### src/rtl/fpu_classify_pipe.sv
// -----------------------------------------------------------------------------
// fpu_classify_pipe
//
// Two-stage pipelined IEEE-754 binary32 classifier feeding the FPU compare
// block. Each transaction carries two operands. Both are classified into
// one-hot class words, and the operands travel alongside their classes.
//
// Class word bits (upper 22 bits always zero):
//   0 -inf, 1 -normal, 2 -subnormal, 3 -0, 4 +0, 5 +subnormal,
//   6 +normal, 7 +inf, 8 sNaN, 9 qNaN
//
// Stage 1 captures the operands and the cheap field pre-decodes.
// Stage 2 captures the one-hot classes and the NaN summaries.
// Both stages use valid/ready flow control, and bubbles collapse.
//
// Ports:
//   clk, rst              clock, asynchronous active-high reset
//   in_valid / in_ready   upstream handshake; in_ready is combinational
//                         from out_ready
//   f_num_a, f_num_b      raw binary32 operands
//   out_valid / out_ready downstream handshake (out_valid is registered)
//   f_num_a_q, f_num_b_q  operands aligned with their classes
//   f_class_a, f_class_b  one-hot class words
//   nan_any, snan_any     either output operand is a NaN / an sNaN
//   nv_clear              clears the sticky invalid flag
//   nv_sticky             sticky invalid flag, set by sNaN handshakes
// -----------------------------------------------------------------------------
module fpu_classify_pipe (
  input  logic        clk,
  input  logic        rst,
  input  logic        in_valid,
  output logic        in_ready,
  input  logic [31:0] f_num_a,
  input  logic [31:0] f_num_b,
  output logic        out_valid,
  input  logic        out_ready,
  output logic [31:0] f_num_a_q,
  output logic [31:0] f_num_b_q,
  output logic [31:0] f_class_a,
  output logic [31:0] f_class_b,
  output logic        nan_any,
  output logic        snan_any,
  input  logic        nv_clear,
  output logic        nv_sticky
);

  // Bit positions inside a pre-decode vector
  localparam int unsigned PD_SIGN      = 4;
  localparam int unsigned PD_EXP_ONES  = 3;
  localparam int unsigned PD_EXP_ZERO  = 2;
  localparam int unsigned PD_MANT_ZERO = 1;
  localparam int unsigned PD_MANT_MSB  = 0;

  // Class bit positions (shared with the compare unit's class constants)
  localparam int unsigned CLS_NEG_INF  = 0;
  localparam int unsigned CLS_NEG_NORM = 1;
  localparam int unsigned CLS_NEG_SUB  = 2;
  localparam int unsigned CLS_NEG_ZERO = 3;
  localparam int unsigned CLS_POS_ZERO = 4;
  localparam int unsigned CLS_POS_SUB  = 5;
  localparam int unsigned CLS_POS_NORM = 6;
  localparam int unsigned CLS_POS_INF  = 7;
  localparam int unsigned CLS_SNAN     = 8;
  localparam int unsigned CLS_QNAN     = 9;

  // Field pre-decode. These are only wide comparisons, so they sit in
  // stage 1 and keep the class mux in stage 2 shallow.
  function automatic logic [4:0] predecode(input logic [31:0] f);
    logic [4:0] pd;
    pd               = 5'b0;
    pd[PD_SIGN]      = f[31];
    pd[PD_EXP_ONES]  = (f[30:23] == 8'hFF);
    pd[PD_EXP_ZERO]  = (f[30:23] == 8'h00);
    pd[PD_MANT_ZERO] = (f[22:0] == 23'h000000);
    pd[PD_MANT_MSB]  = f[22];
    return pd;
  endfunction

  // One-hot class from the pre-decoded fields. Exactly one bit is set for
  // every encoding. NaN sign is ignored.
  function automatic logic [9:0] classify(input logic [4:0] pd);
    logic [9:0] c;
    c = 10'b0;
    if (pd[PD_EXP_ONES]) begin
      if (pd[PD_MANT_ZERO]) begin
        if (pd[PD_SIGN]) c[CLS_NEG_INF] = 1'b1;
        else             c[CLS_POS_INF] = 1'b1;
      end else if (pd[PD_MANT_MSB]) begin
        c[CLS_QNAN] = 1'b1;
      end else begin
        c[CLS_SNAN] = 1'b1;
      end
    end else if (pd[PD_EXP_ZERO]) begin
      if (pd[PD_MANT_ZERO]) begin
        if (pd[PD_SIGN]) c[CLS_NEG_ZERO] = 1'b1;
        else             c[CLS_POS_ZERO] = 1'b1;
      end else begin
        if (pd[PD_SIGN]) c[CLS_NEG_SUB] = 1'b1;
        else             c[CLS_POS_SUB] = 1'b1;
      end
    end else begin
      if (pd[PD_SIGN]) c[CLS_NEG_NORM] = 1'b1;
      else             c[CLS_POS_NORM] = 1'b1;
    end
    return c;
  endfunction

  // Stage 1 state
  logic        s1_v_r;
  logic [31:0] s1_a_r;
  logic [31:0] s1_b_r;
  logic [4:0]  s1_pd_a_r;
  logic [4:0]  s1_pd_b_r;

  // Stage 2 state
  logic        s2_v_r;
  logic [31:0] s2_a_r;
  logic [31:0] s2_b_r;
  logic [9:0]  s2_cls_a_r;
  logic [9:0]  s2_cls_b_r;
  logic        s2_nan_r;
  logic        s2_snan_r;
  logic        nv_sticky_r;

  // Flow control and stage-2 next-state values
  logic        s1_adv_s;
  logic        s2_adv_s;
  logic [9:0]  cls_a_s;
  logic [9:0]  cls_b_s;
  logic        nan_s;
  logic        snan_s;
  logic        nv_set_s;

  // A stage advances when it is empty or its successor advances. The ready
  // chain therefore ripples back from out_ready, which lets bubbles collapse.
  assign s2_adv_s = !s2_v_r || out_ready;
  assign s1_adv_s = !s1_v_r || s2_adv_s;
  assign in_ready = s1_adv_s;

  // Stage 2 combinational classification of the stage-1 contents
  always_comb begin
    cls_a_s  = classify(s1_pd_a_r);
    cls_b_s  = classify(s1_pd_b_r);
    nan_s    = cls_a_s[CLS_SNAN] | cls_a_s[CLS_QNAN] |
               cls_b_s[CLS_SNAN] | cls_b_s[CLS_QNAN];
    snan_s   = cls_a_s[CLS_SNAN] | cls_b_s[CLS_SNAN];
    nv_set_s = s2_v_r && out_ready && s2_snan_r;
  end

  // Stage 1 register: operands plus field pre-decode, loaded on accept
  always_ff @(posedge clk or posedge rst) begin
    if (rst) begin
      s1_v_r    <= 1'b0;
      s1_a_r    <= 32'h0;
      s1_b_r    <= 32'h0;
      s1_pd_a_r <= 5'b0;
      s1_pd_b_r <= 5'b0;
    end else if (s1_adv_s) begin
      s1_v_r <= in_valid;
      if (in_valid) begin
        s1_a_r    <= f_num_a;
        s1_b_r    <= f_num_b;
        s1_pd_a_r <= predecode(f_num_a);
        s1_pd_b_r <= predecode(f_num_b);
      end
    end
  end

  // Stage 2 register: data only loads when a valid pair moves in, so the
  // outputs stay stable while the downstream side stalls
  always_ff @(posedge clk or posedge rst) begin
    if (rst) begin
      s2_v_r     <= 1'b0;
      s2_a_r     <= 32'h0;
      s2_b_r     <= 32'h0;
      s2_cls_a_r <= 10'b0;
      s2_cls_b_r <= 10'b0;
      s2_nan_r   <= 1'b0;
      s2_snan_r  <= 1'b0;
    end else if (s2_adv_s) begin
      s2_v_r <= s1_v_r;
      if (s1_v_r) begin
        s2_a_r     <= s1_a_r;
        s2_b_r     <= s1_b_r;
        s2_cls_a_r <= cls_a_s;
        s2_cls_b_r <= cls_b_s;
        s2_nan_r   <= nan_s;
        s2_snan_r  <= snan_s;
      end
    end
  end

  // Sticky invalid flag: an sNaN handshake beats a simultaneous clear
  always_ff @(posedge clk or posedge rst) begin
    if (rst) begin
      nv_sticky_r <= 1'b0;
    end else if (nv_set_s) begin
      nv_sticky_r <= 1'b1;
    end else if (nv_clear) begin
      nv_sticky_r <= 1'b0;
    end
  end

  assign out_valid = s2_v_r;
  assign f_num_a_q = s2_a_r;
  assign f_num_b_q = s2_b_r;
  assign f_class_a = {22'h0, s2_cls_a_r};
  assign f_class_b = {22'h0, s2_cls_b_r};
  assign nan_any   = s2_nan_r;
  assign snan_any  = s2_snan_r;
  assign nv_sticky = nv_sticky_r;

endmodule

### config.mk
export PLATFORM = sky130hd
export DESIGN_NAME = fpu_classify_pipe
export DESIGN_NICKNAME = d
export VERILOG_FILES = /design/src/rtl/fpu_classify_pipe.sv
export SDC_FILE = /design/constraint.sdc
export NUM_CORES = 1
export LEC_CHECK = 0
export ABC_AREA = 1
export CELL_PAD_IN_SITES_DETAIL_PLACEMENT = 0
export CELL_PAD_IN_SITES_GLOBAL_PLACEMENT = 1
export CORE_MARGIN = 10
export CORE_UTILIZATION = 32
export CTS_BUF_LIST = sky130_fd_sc_hd__clkbuf_2 sky130_fd_sc_hd__clkbuf_4 sky130_fd_sc_hd__clkbuf_8
export DETAILED_ROUTE_END_ITERATION = 16
export GPL_TIMING_DRIVEN = 0
export PLACE_DENSITY_LB_ADDON = 0.12
export SETUP_SLACK_MARGIN = 0.1
export SYNTH_ARGS = -nofsm -noshare
export SYNTH_HDL_FRONTEND = slang
export SYNTH_SLANG_ARGS = --single-unit
### constraint.sdc
create_clock -name clk -period 5.9 [get_ports clk]
set_input_delay 1.475 -clock clk [delete_from_list [all_inputs] [get_ports clk]]
set_output_delay 1.475 -clock clk [all_outputs]
set_load 0.05 [all_outputs]
==> results.md <==
- CTS sink count: 159
- Combinational power share: 36.7%
- Static leakage: 4.71 nW
- Crit path DAT: 2930 ps
- Die ar.: 0.0271 sq mm
- Ys Warns: 0
- Sequential share of power: 38.8%
- Clock share of power: 24.6%
- Vias in the first global route: 5601
- Placed cell area: 0.00879 sq mm
- CTS Hold Bufs: 0
- Post-route clock period utilization: 74.7%
- Core box area: 0.0204 sq mm
- Post-synthesis cell area: 0.00669 sq mm
- Via-per-instance ratio: 4.19
- Hpwl dp: 14.4 mm
- R2r setup slk: 4430 ps
- Final Max Slew Viols: 0
- Fin. Hold Viols: 0
- Most common cell after layout, fill and taps aside: nand2_1
- CTS resizes: 0
- CTS root buffer: clkbuf_8
- Post CTS Setup Buffer Count: 0
- Count of cell types in the netlist: 24
- Largest net degree at the start of global routing: 111
- RSZ-0062 raised after global routing: no
- Routed len/inst: 15.3 microns
- Critical path data required time: 4430 ps
- Final GP Congestion: 0.744
- Sw power: 1.44 mW
- Mapped Cells: 771
- Initial antenna violation count: 1
- Drt total wl: 19.5 mm
- Total track usage: 14.4%
- HP Class: register to register
- Final Cell Area: 0.00923 sq mm
- Cell Int Power: 2.20 mW
- Worst-path clk slew: 80 ps
- Most frequent cells in the layout: nand2_1, dfrtp_1, clkdlybuf4s50_1, inv_1, o21ai_0
- DRT iter0 DRCs: 235
- Die H: 165 microns
- Post-Synth Simple-Gate Area: 22.5%
- Highest clock rate: 227 MHz
- Vias post-DR: 5342
- Num rows: 52
- Crit path time final: 4410 ps
- Peak supply drop: 0.219 mV
- Post-Synth Adder-Cell Area: 0%
- Sw Share: 39.6%
- Antenna-violating nets left: 0
- First-pass GRT wire length: 30.6 mm
- Clk_lat worst skew: 450 ps
- 1st-pass router iterations: 4
- Clock skew: 10.2 ps
- Worst setup SP type: input pin
- Initial Util: 32.8%
- Kind of critical path: input pin to primary output
- DRC Markers: 0
- Power Dens Cells: 394 mW/mm^2
- Fill cells: 2098
- Overall power: 3.64 mW
- Multi-input logic area: 0.00209 sq mm
- Post-synthesis compound-gate area fraction: 6.27%
- CTS tree: built
- Flops & latches, synth: 159
- Rel. slew slack: 59.2%
- Worst Tran Pin Value: 613 ps
- Multiplexer area fraction after synthesis: 0%
- CTS Buffer Depth: 2
- Grt ovf: 0
- Ports: 202
- Share of post-route cells with drive strength above 1: 10.7%
- Number of CTS-inserted buffers: 17
- Syn Area/Cell: 8.67 sq um
- Reg area: 0.00398 sq mm
- Nets: 1060
- # port buffers: 157
- Status: completed
- Max-cap violations: 0
- Largest family of logic cells by synthesized area: simple AND/OR/NAND/NOR gates
- Crit end category: primary output
- XOR/XNOR Fraction of Synth Area: 0%
- Final-report setup violation count: 0
- Seq/Total Area, Yosys: 59.5%
- Worst Path Max Fanout: 3
- Deepest level of the CTS H-tree: 4
- Die X: 165 microns
- Layout area overhead: 38.0%
critical path: stages:
cell	delay, ps
clkdlybuf4s50_1	470
inv_1	60
nand3_2	90
clkdlybuf4s50_1	820
metrics by stage:
stage / hold WS, ps / setup WS (ps) / cells / util, % / TNS (ps)
finish: 469 / 1490 / 1275 / 45.3 / 0
global route: 499 / 1430 / 1274 / 45.3 / 0
CTS: 475 / 1470 / 1274 / 45.3 / 0
detailed placement: 454 / 1470 / 1242 / 43.2 / 0
global placement: 451 / -2440 / 1241 / 43.0 / -385200
floorplan: 442 / 133 / 814 / - / 0
flip-flops by register name (all words and copies together), names as in the netlist, 3 cells and up:
name,cells
s2_cls_b_r,10
s1_a_r,32
s1_pd_b_r,3
s1_pd_a_r,3
s2_cls_a_r,10
f_num_a_q,32
s1_b_r,32
f_num_b_q,32
layout make-up:
cell class,instances,area share (%)
flip-flops and latches,159,43.1
multi-input cells,510,22.6
repair buffers,158,17.3
plain buffers,75,5.63
well taps,270,3.66
clock buffers,21,2.93
inverters,70,2.93
clock inverters,11,1.78
diodes,1,0.0271
logic make-up (layout without fill, tap and decap cells):
family                 Yosys count  in the layout
buffers and inverters          145            335
other                            1             45
AND/OR/NAND/NOR                386            386
AO/OA/AOI/OAI                   80             80
flip-flops                     159            159
Yosys cell counts:
cell / n / area share, %
nand3_1: 9 / 0.67
or2_2: 2 / 0.19
conb_1: 1 / 0.056
nand3b_1: 1 / 0.11
nand2_1: 340 / 19
a31oi_1: 1 / 0.094
inv_1: 69 / 3.9
a21oi_1: 1 / 0.075
dfrtp_1: 159 / 60
inv_2: 1 / 0.056
clkbuf_1: 5 / 0.28
o31ai_1: 7 / 0.79
nor3_1: 4 / 0.30
nand3_2: 1 / 0.15
nand2_4: 1 / 0.17
buf_2: 10 / 0.75
nand4_1: 5 / 0.47
buf_6: 3 / 0.51
nand2_2: 1 / 0.094
buf_1: 3 / 0.17
nor2_1: 22 / 1.2
buf_4: 54 / 6.1
o21ai_1: 10 / 0.75
o21ai_0: 61 / 4.6
layer usage:
layer / vias up / global-route usage (%) / routed length, microns / part of all wire (%)
met5: - / 0 / 0 / 0
met4: 0 / 3.62 / 176 / 0.90
met3: 15 / 5.18 / 1450 / 7.5
met2: 138 / 22.7 / 8930 / 46
met1: 2472 / 18.5 / 8920 / 46
li1: 2717 / - / - / -
worst paths after layout:
path,from,to,depth (start not counted)
min in group asynchronous,rst,s2_cls_a_r[0],2
max in group asynchronous,rst,f_num_a_q[7],3
setup reg to reg,out_valid,f_num_b_q[21],5
hold / removal,s1_b_r[3],f_num_b_q[3],2
hold reg to reg,s1_b_r[3],f_num_b_q[3],2
setup / recovery,out_ready,in_ready,4
power by group through the flow:
stage | registers (mW) | logic, mW | clock network, mW
5_1_grt | 1.44 | 1.43 | 0.963
3_3_place_gp | 1.43 | 1.35 | 0
2_1_floorplan | 1.93 | 0.364 | 0
4_1_cts | 1.41 | 1.36 | 0.922
6_report | 1.41 | 1.33 | 0.893
3_5_place_dp | 1.43 | 1.35 | 0
Note: power is estimated with default switching activity, not from simulation.
